**src/rtl/sd_card_cmd_responder_pkg.sv**
```systemverilog
`default_nettype none
// +----------------------------------------------------------------------+
// | sd_pkg : shared types and constants for the SD CMD line endpoints     |
// | Rev 1.0 : initial release                                             |
// +----------------------------------------------------------------------+
package sd_pkg;

  localparam int          SD_FRAME_BITS = 48;
  localparam int          SD_CRC_BITS   = 7;
  localparam logic [6:0]  SD_CRC7_POLY  = 7'h09;

  typedef enum logic [2:0] {
    ST_IDLE = 3'd0,
    ST_RECV = 3'd1,
    ST_EVAL = 3'd2,
    ST_GAP  = 3'd3,
    ST_SEND = 3'd4
  } state_t;

endpackage
`default_nettype wire

```
**src/rtl/sd_card_cmd_responder_if.sv**
```systemverilog
`default_nettype none
// +----------------------------------------------------------------------+
// | sd_card_cmd_responder_if : CMD line and card-logic handshake bundle   |
// | Rev 1.0 : initial release                                             |
// +----------------------------------------------------------------------+
interface sd_card_cmd_responder_if;

  logic        cmd_pin_in;
  logic        cmd_pin_out;
  logic        cmd_pin_oe;
  logic        cmd_valid;
  logic        cmd_error;
  logic [5:0]  cmd_index;
  logic [31:0] cmd_argument;
  logic [31:0] rsp_status;
  logic        rsp_none;
  logic        busy;

  // master: host line plus card logic; slave: the responder itself
  modport master (
    output cmd_pin_in, rsp_status, rsp_none,
    input  cmd_pin_out, cmd_pin_oe, cmd_valid, cmd_error,
           cmd_index, cmd_argument, busy
  );

  modport slave (
    input  cmd_pin_in, rsp_status, rsp_none,
    output cmd_pin_out, cmd_pin_oe, cmd_valid, cmd_error,
           cmd_index, cmd_argument, busy
  );

endinterface
`default_nettype wire

```
**src/rtl/sd_card_cmd_responder_crc7.sv**
```systemverilog
`default_nettype none
// +----------------------------------------------------------------------+
// | sd_crc7 : serial CRC7 (x^7+x^3+1), init 0, clear has priority         |
// | Rev 1.0 : initial release                                             |
// +----------------------------------------------------------------------+
module sd_crc7
  import sd_pkg::*;
(
  input  wire logic                   clock,
  input  wire logic                   reset,
  input  wire logic                   clear,
  input  wire logic                   enable,
  input  wire logic                   bit_in,
  output logic [SD_CRC_BITS-1:0]      crc
);

  logic [SD_CRC_BITS-1:0] r_crc;
  logic                   w_fb;

  assign w_fb = bit_in ^ r_crc[SD_CRC_BITS-1];
  assign crc  = r_crc;

  always_ff @(posedge clock) begin
    if (reset || clear) begin
      r_crc <= '0;
    end else if (enable) begin
      r_crc <= {r_crc[SD_CRC_BITS-2:0], 1'b0} ^ (w_fb ? SD_CRC7_POLY : 7'h00);
    end
  end

endmodule
`default_nettype wire

```
**src/rtl/sd_card_cmd_responder.sv**
```systemverilog
`default_nettype none
// +----------------------------------------------------------------------+
// | sd_card_cmd_responder : card-side CMD frame receiver and R1-style     |
// | short-response transmitter with programmable NCR gap                  |
// | Rev 1.0 : initial release                                             |
// +----------------------------------------------------------------------+
module sd_card_cmd_responder
  import sd_pkg::*;
#(
  parameter int NCR = 2
)(
  input  wire logic                 clock,
  input  wire logic                 reset,
  sd_card_cmd_responder_if.slave    bus
);

  localparam logic [5:0] c_GAP_LOAD = 6'(NCR - 1);

  if (NCR < 2 || NCR > 64) begin : g_ncr_range
    $error("NCR must be in 2..64");
  end

  state_t        r_state, w_next;
  logic [47:0]   r_shift;
  logic [39:0]   r_tx;
  logic [5:0]    r_bit_cnt;
  logic [5:0]    r_gap_cnt;
  logic [5:0]    r_index;
  logic [31:0]   r_arg;
  logic [6:0]    w_crc;
  logic          w_frame_ok;
  logic          w_crc_clear, w_crc_en, w_crc_bit;
  logic          w_valid, w_error, w_oe, w_out;

  sd_crc7 u_crc7 (
    .clock  (clock),
    .reset  (reset),
    .clear  (w_crc_clear),
    .enable (w_crc_en),
    .bit_in (w_crc_bit),
    .crc    (w_crc)
  );

  assign w_frame_ok = (r_shift[47] == 1'b0) && r_shift[46] && r_shift[0] &&
                      (r_shift[7:1] == w_crc);

  always_ff @(posedge clock) begin
    if (reset) r_state <= ST_IDLE;
    else       r_state <= w_next;
  end

  always_comb begin
    w_next      = r_state;
    w_valid     = 1'b0;
    w_error     = 1'b0;
    w_oe        = 1'b0;
    w_out       = 1'b1;
    w_crc_clear = 1'b0;
    w_crc_en    = 1'b0;
    w_crc_bit   = bus.cmd_pin_in;
    case (r_state)
      ST_IDLE: begin
        if (!bus.cmd_pin_in) begin
          w_next      = ST_RECV;
          w_crc_clear = 1'b1;
        end
      end
      ST_RECV: begin
        // bit counter equals the index of the bit being sampled
        w_crc_en = (r_bit_cnt >= 6'd8);
        if (r_bit_cnt == 6'd0) w_next = ST_EVAL;
      end
      ST_EVAL: begin
        if (w_frame_ok) begin
          w_valid = 1'b1;
          w_next  = bus.rsp_none ? ST_IDLE : ST_GAP;
        end else begin
          w_error = 1'b1;
          w_next  = ST_IDLE;
        end
      end
      ST_GAP: begin
        if (r_gap_cnt == 6'd0) begin
          w_next      = ST_SEND;
          w_crc_clear = 1'b1;
        end
      end
      ST_SEND: begin
        w_oe      = 1'b1;
        w_crc_bit = r_tx[39];
        if (r_bit_cnt >= 6'd8) begin
          w_out    = r_tx[39];
          w_crc_en = 1'b1;
        end else if (r_bit_cnt == 6'd0) begin
          w_out  = 1'b1;
          w_next = ST_IDLE;
        end else begin
          w_out = w_crc[r_bit_cnt[2:0] - 3'd1];
        end
      end
      default: w_next = ST_IDLE;
    endcase
  end

  always_ff @(posedge clock) begin
    if (reset) begin
      r_shift   <= '0;
      r_tx      <= '0;
      r_bit_cnt <= '0;
      r_gap_cnt <= '0;
      r_index   <= '0;
      r_arg     <= '0;
    end else begin
      case (r_state)
        ST_IDLE: begin
          if (!bus.cmd_pin_in) begin
            r_shift   <= '0;
            r_bit_cnt <= 6'd46;
          end
        end
        ST_RECV: begin
          r_shift   <= {r_shift[46:0], bus.cmd_pin_in};
          r_bit_cnt <= r_bit_cnt - 6'd1;
        end
        ST_EVAL: begin
          if (w_frame_ok) begin
            r_index   <= r_shift[45:40];
            r_arg     <= r_shift[39:8];
            r_tx      <= {2'b00, r_shift[45:40], bus.rsp_status};
            r_gap_cnt <= c_GAP_LOAD;
          end
        end
        ST_GAP: begin
          if (r_gap_cnt == 6'd0) r_bit_cnt <= 6'd47;
          else                   r_gap_cnt <= r_gap_cnt - 6'd1;
        end
        ST_SEND: begin
          r_tx      <= {r_tx[38:0], 1'b0};
          r_bit_cnt <= r_bit_cnt - 6'd1;
        end
        default: ;
      endcase
    end
  end

  assign bus.cmd_pin_out  = w_out;
  assign bus.cmd_pin_oe   = w_oe;
  assign bus.cmd_valid    = w_valid;
  assign bus.cmd_error    = w_error;
  assign bus.cmd_index    = r_index;
  assign bus.cmd_argument = r_arg;
  assign bus.busy         = (r_state != ST_IDLE);

endmodule
`default_nettype wire

```
**src/flat_wrapper.sv**
```systemverilog
// flat-port wrapper written by rule: the top's interface ports become plain ports
module sd_card_cmd_responder_flat import sd_pkg::*;
#(
  parameter int NCR = 2
)
  (clock, reset, bus_cmd_pin_in, bus_rsp_status, bus_rsp_none, bus_cmd_pin_out, bus_cmd_pin_oe, bus_cmd_valid, bus_cmd_error, bus_cmd_index, bus_cmd_argument, bus_busy);
  sd_card_cmd_responder_if bus_i ();
  input  wire logic clock;
  input  wire logic reset;
  input wire logic [$bits(bus_i.cmd_pin_in)-1:0] bus_cmd_pin_in;
  input wire logic [$bits(bus_i.rsp_status)-1:0] bus_rsp_status;
  input wire logic [$bits(bus_i.rsp_none)-1:0] bus_rsp_none;
  output wire logic [$bits(bus_i.cmd_pin_out)-1:0] bus_cmd_pin_out;
  output wire logic [$bits(bus_i.cmd_pin_oe)-1:0] bus_cmd_pin_oe;
  output wire logic [$bits(bus_i.cmd_valid)-1:0] bus_cmd_valid;
  output wire logic [$bits(bus_i.cmd_error)-1:0] bus_cmd_error;
  output wire logic [$bits(bus_i.cmd_index)-1:0] bus_cmd_index;
  output wire logic [$bits(bus_i.cmd_argument)-1:0] bus_cmd_argument;
  output wire logic [$bits(bus_i.busy)-1:0] bus_busy;
  assign bus_i.cmd_pin_in = bus_cmd_pin_in;
  assign bus_i.rsp_status = bus_rsp_status;
  assign bus_i.rsp_none = bus_rsp_none;
  assign bus_cmd_pin_out = bus_i.cmd_pin_out;
  assign bus_cmd_pin_oe = bus_i.cmd_pin_oe;
  assign bus_cmd_valid = bus_i.cmd_valid;
  assign bus_cmd_error = bus_i.cmd_error;
  assign bus_cmd_index = bus_i.cmd_index;
  assign bus_cmd_argument = bus_i.cmd_argument;
  assign bus_busy = bus_i.busy;
  sd_card_cmd_responder #(.NCR(NCR)) u_core (.clock(clock), .reset(reset), .bus(bus_i));
endmodule
```
**config.mk**
```make
export PLATFORM = sky130hd
export DESIGN_NAME = sd_card_cmd_responder_flat
export DESIGN_NICKNAME = d
export VERILOG_FILES = /design/src/rtl/sd_card_cmd_responder_pkg.sv /design/src/rtl/sd_card_cmd_responder_if.sv /design/src/rtl/sd_card_cmd_responder_crc7.sv /design/src/rtl/sd_card_cmd_responder.sv /design/src/flat_wrapper.sv
export SDC_FILE = /design/constraint.sdc
export NUM_CORES = 1
export LEC_CHECK = 0
export ABC_AREA = 1
export ABC_CLOCK_PERIOD_IN_PS = 4910
export BUFFER_PORTS_ARGS = -buffer_cell sky130_fd_sc_hd__buf_2
export CORE_MARGIN = 2
export CORE_UTILIZATION = 40
export CTS_CLUSTER_SIZE = 28
export DETAILED_ROUTE_END_ITERATION = 8
export HOLD_SLACK_MARGIN = 0.05
export SLEW_MARGIN = 25
export SYNTH_ARGS = -nofsm -noshare
export SYNTH_HDL_FRONTEND = slang
export SYNTH_SLANG_ARGS = --single-unit
```
**constraint.sdc**
```tcl
create_clock -name clock -period 4.91 [get_ports clock]
set_clock_uncertainty 0.15 [all_clocks]
set_input_delay 0.491 -clock clock [delete_from_list [all_inputs] [get_ports clock]]
set_output_delay 0.491 -clock clock [all_outputs]
set_load 0.01 [all_outputs]
```
* After elaboration in Yosys (flattened, before gate mapping)
Cells that the tools add are included.
Widths: inputs -> output; s select.
** Cells by class
- $add $sub $neg :: 3
- $lt $le $gt $ge :: 2
- Equality and inequality tests :: 12
- Muxes and demuxes :: 35
- Bitwise gates (word level) :: 3
- Reductions and logical operators :: 19
** Operators by type and width (number)
- $pmux 48 s2 :: 1
- $pmux 40 s2 :: 1
- $mux 48 :: 1
- $mux 40 :: 1
- $mux 6 :: 4
- $mux 3 :: 6
- $pmux 6 s3 :: 1
- $pmux 3 s5 :: 1
- $mux 1 :: 13
- $logic_not 6->1 :: 2
- $pmux 6 s2 :: 1
- $sub 6x1->6 const B :: 2
- $ne 2x1->1 const B :: 4
- $eq 7x7->1 :: 1
- $xor 7x4->7 :: 1
- $eq 3x2->1 const B :: 2
- $ge 6x4->1 const B :: 1
- $ne 2x2->1 const B :: 3
- $reduce_and 2->1 :: 3
- $reduce_and 3->1 :: 2
- $reduce_bool 2->1 :: 3
- $reduce_bool 3->1 :: 2
- $reduce_and 5->1 :: 1
- $lt 3x4->1 const B :: 1
- 13 further kinds :: 16
** Storage, ports and cells
- Register bits after elaboration :: 148
- Bits of input ports :: 36
- Output and inout bits :: 43
- Logic and storage cells :: 82

* Logic depth before layout (Yosys ltp)
- Depth in word-level cells :: 6
- Mapped depth :: 12
- Depth with buffers taken out :: 11

* Modules after synthesis
From an unflattened synthesis, not the netlist that was laid out.
** Unflattened totals
- Cells, all modules :: 833
- Area total of the unflattened synthesis :: 6269.8 µm²
** Modules (own cells, without submodules)
- sd_card_cmd_responder :: instances 1, cells an instance 792, area each 5967.0 µm²
- sd_crc7 :: instances 1, cells an instance 41, area each 302.8 µm²

* Worst setup path before layout
No wires, ideal clock.
- Path type :: flip-flop to output port
- From :: reg u_core.r_bit_cnt[0]
- To :: out bus_cmd_pin_out
- Arrival :: 1.518 ns
- Path slack :: 2.751 ns
- Stages on the path, launching flop included :: 11
- Path buffers :: 0
- Cells stage by stage :: dfxtp_1 -> inv_1 -> ha_1 -> inv_1 -> a21oi_1 -> o21ai_0 -> o31ai_1 -> nand2_1 -> nand2_1 -> nor2_1 -> o21ai_0
** On the way
- Cells in the longest elaborated chain, start to end :: 6
** RTL lines
- from (decl) :: line sd_card_cmd_responder.sv:26 : logic [5:0] r_bit_cnt;
- from (signal assigned) :: line sd_card_cmd_responder.sv:123 : r_bit_cnt <= r_bit_cnt - 6'd1;
- from (signal assigned) :: line sd_card_cmd_responder.sv:139 : r_bit_cnt <= r_bit_cnt - 6'd1;
- $sub 3x1->3 :: line sd_card_cmd_responder.sv:98 : w_out = w_crc[r_bit_cnt[2:0] - 3'd1];
- $bmux 1 s3 :: line sd_card_cmd_responder.sv:98
- $mux 1 (implied by the code) :: line sd_card_cmd_responder.sv:98
- $mux 1 :: line sd_card_cmd_responder.sv:94 : end else if (r_bit_cnt == 6'd0) begin
- $mux 1 (*) :: line sd_card_cmd_responder.sv:91 : if (r_bit_cnt >= 6'd8) begin
- $mux 1 (*) :: line sd_card_cmd_responder.sv:61 : case (r_state)
- to (decl) :: line flat_wrapper.sv:13 : output wire logic [$bits(bus_i.cmd_pin_out)-1:0] bus_cmd_pin_out;
Mark *: on every way between the ends. The rest lies on a longest branch, timed or not. The select of a mux whose other input is x is not followed.

* Worst setup path after layout
- From :: reg u_core.u_crc7.r_crc[2], in the netlist u_core.u_crc7.crc[2]
- To :: out bus_cmd_valid
** On the way
- Cells in the longest elaborated chain, start to end :: 4
** RTL lines
- from (decl) :: line sd_card_cmd_responder_crc7.sv:17 : logic [SD_CRC_BITS-1:0] r_crc;
- from (signal assigned) :: line sd_card_cmd_responder_crc7.sv:27 : r_crc <= {r_crc[SD_CRC_BITS-2:0], 1'b0} ^ (w_fb ? SD_CRC7_POLY : 7'h00);
- $eq 7x7->1 :: line sd_card_cmd_responder.sv:45 : (r_shift[7:1] == w_crc);
- $logic_and 1x1->1 :: line sd_card_cmd_responder.sv:44 : assign w_frame_ok = (r_shift[47] == 1'b0) && r_shift[46] && r_shift[0] &&
- $mux 1 :: line sd_card_cmd_responder.sv:74 : if (w_frame_ok) begin
- $mux 1 :: line sd_card_cmd_responder.sv:61
- to (decl) :: line flat_wrapper.sv:15 : output wire logic [$bits(bus_i.cmd_valid)-1:0] bus_cmd_valid;
No other way between the ends.

==> flow_summary.yaml <==
power_and_ir_drop:
  powerDensity_nw_per_um2: 520.2
  vdd_drop_max_uv: 269.6
  p_leak_uw: 0.003169
timing:
  finalMaxSlewViolations: 0
  worst_slew_pin_slew_ps: 889.4
  max_freq_ghz: 0.2893
  finalCriticalPeriod_ps: 3456
  setup_violations: 0
  whs_ps: 272.0
  rsz0062_at_grt: "false"
  setup_slack_ps: 1454
  final_hold_viol_count: 0
  max_slew_margin: 0.4056
  fin_crit_sh: 0.7039
  tns_ps: 0
critical_path:
  cp_data_arrival_time_ps: 2820
  cp_max_fo: 38
  end_kind: "primary output"
  crit_required_ps: 4270
  crit_type: "reg2out"
  start_kind: "flip-flop"
final_layout:
  drive_gt1_frac: 0.1389
  diodes: 0
  fillers: 1650
  final_cells: 1188
  stdcell_area_um2: 7455
  final_common_cell: "nor2_1"
  multi_input_area_um2: 2706
  final_cell_mix: "nor2_1, dfxtp_1, nand2_1"
  nets: 1001
  syn2layout_area_growth_pct: 16.82
  final-seq-area_um2: 2963
detailed_routing:
  vias: 5586
  wl_um: 13940
  drtIter0Drc: 296
  postRouteAntennaNets: 0
  via_per_inst: 4.702
  wl_per_cell_um: 11.74
  first_pass_iters: 4
  route.detailed.drc: 0
clock_network:
  cts_root_buf: "clkbuf_16"
  cts-resized-gates: 0
  cts.hold.buffers_added: 0
  cts_tree: "yes"
  cts_setup_buffers: 0
  htree_levels: 4
  worstSkewPairLatency_ps: 410
  numCtsBuffers: 17
  numClockSinks: 148
  cts.reportedPaths.clkPinSlew_ps: 60
  cts_max_path_buffers: 2
yosys:
  yosysUniqueCellTypes: 34
  syn_nets: 948
  ys.warnings.count: 0
  synth-seq-area-share: 0.4643
  async_flop_share: 0
  ys_dominant_reg_cell: "dfxtp_1"
  syn_inst: 908
  synth_area_um2: 6381
  synth_edf_count: 0
  avgSynthCellArea_um2: 7.028
  yosys_register_bits: 148
global_route:
  grt_util_all_layers: 0.1723
  grt_pass1_wl_um: 23560
  antenna_found_initial: 0
  first_global_vias: 5141
  overflow: 0
  grt_max_degree: 74
placed_design:
  port-buffer-count: 78
  place_hpwl_um: 8817
  gp_congestion: 0.8424
  place_ws_ps: 1778
  placedCellCount: 1158
  placed_cell_area_um2: 6840
die:
  die_h_um: 130.3
  dieArea_um2: 16980
  coreArea_um2: 15710
  start_util: 0.4061
  io_pins: 79
  die_x_um: 130.3
  rows: 46
worst_hold_path:
  hold_class: "in2reg"
run_status:
  status: "completed"
job:
  maxCapViolCount: 0
## power breakdown
group | leakage (uW) | internal [uW] | switching (uW)
clock | 0.000297 | 874 | 479
sequential | 0.00120 | 1360 | 108
combinational | 0.00167 | 319 | 738
## sequential cells by signal, summed over array words and instances, names as in the netlist
name,flops
u_core.r_shift,48
u_core.r_tx,40
u_core.bus.cmd_argument,32
u_core.u_crc7.crc,7
u_core.bus.cmd_index,6
u_core.r_bit_cnt,6
u_core.r_gap_cnt,6
u_core.r_state,3
## path summary, 6_finish.rpt
check | from | end | slack, ps | cells past startpoint
worst min-delay path | bus_rsp_status[0] | u_core.r_tx[0] | 270 | 3
worst min register to register | u_core.r_gap_cnt[4] | u_core.r_gap_cnt[4] | 320 | 2
worst max register to register | u_core.u_crc7.crc[2] | u_core.r_tx[38] | 1840 | 8
worst max-delay path | u_core.u_crc7.crc[2] | bus_cmd_valid | 1450 | 6
## routing by layer
metal  up-vias  track usage  wire length [um]
met4         0      0.06641               238
met3        21      0.04059               695
li1       2982            -                 -
met5         -            0                 0
met1      2453       0.2239              7004
met2       130       0.2784              6005
## kinds of logic after synthesis
| group | share of synthesized area |
|---|---|
| AO/OA/AOI/OAI | 0.1704 |
| XOR/XNOR | 0.009608 |
| adder cells (fa/ha/maj) | 0.007843 |
| buffers and inverters | 0.1116 |
| flip-flops | 0.4643 |
| AND/OR/NAND/NOR | 0.2363 |
## Yosys cell counts (3+ instances only)
cell | instances | area (um^2)
a21oi_1 | 103 | 515.5
a221oi_1 | 5 | 43.79
a22oi_1 | 5 | 37.54
buf_1 | 3 | 11.26
buf_2 | 20 | 100.1
buf_4 | 5 | 37.54
clkbuf_1 | 20 | 75.07
dfxtp_1 | 148 | 2963
ha_1 | 4 | 50.05
inv_1 | 117 | 439.2
inv_2 | 7 | 26.28
nand2_1 | 136 | 510.5
nand3_1 | 48 | 240.2
nor2_1 | 162 | 608.1
nor2_2 | 10 | 62.56
nor3_1 | 3 | 15.01
o21ai_0 | 85 | 425.4
xnor2_1 | 4 | 35.03
xor2_1 | 3 | 26.28
## critical path, stage by stage (launching register included)
cell	delay, ps
dfxtp_1	380
xnor2_1	130
nand2_1	90
nor2_2	160
nand3_2	660
inv_2	740
buf_2	230
## area by class of cell
cell class	count	share of cell area
flip-flops and latches	148	0.3974
multi-input cells	586	0.3630
inverters	124	0.06244
clock buffers	22	0.06227
repair buffers	84	0.05841
well taps	216	0.03625
clock inverters	8	0.02014
## per-stage QoR
step	utilization	total power (uW)
after floorplan	-	2341
after global placement	0.4353	2554
after detailed placement	0.4353	2553
after CTS	0.4744	3918
after global routing	0.4744	4138
final	0.4744	3878
Power figures use the tool's default switching activity.
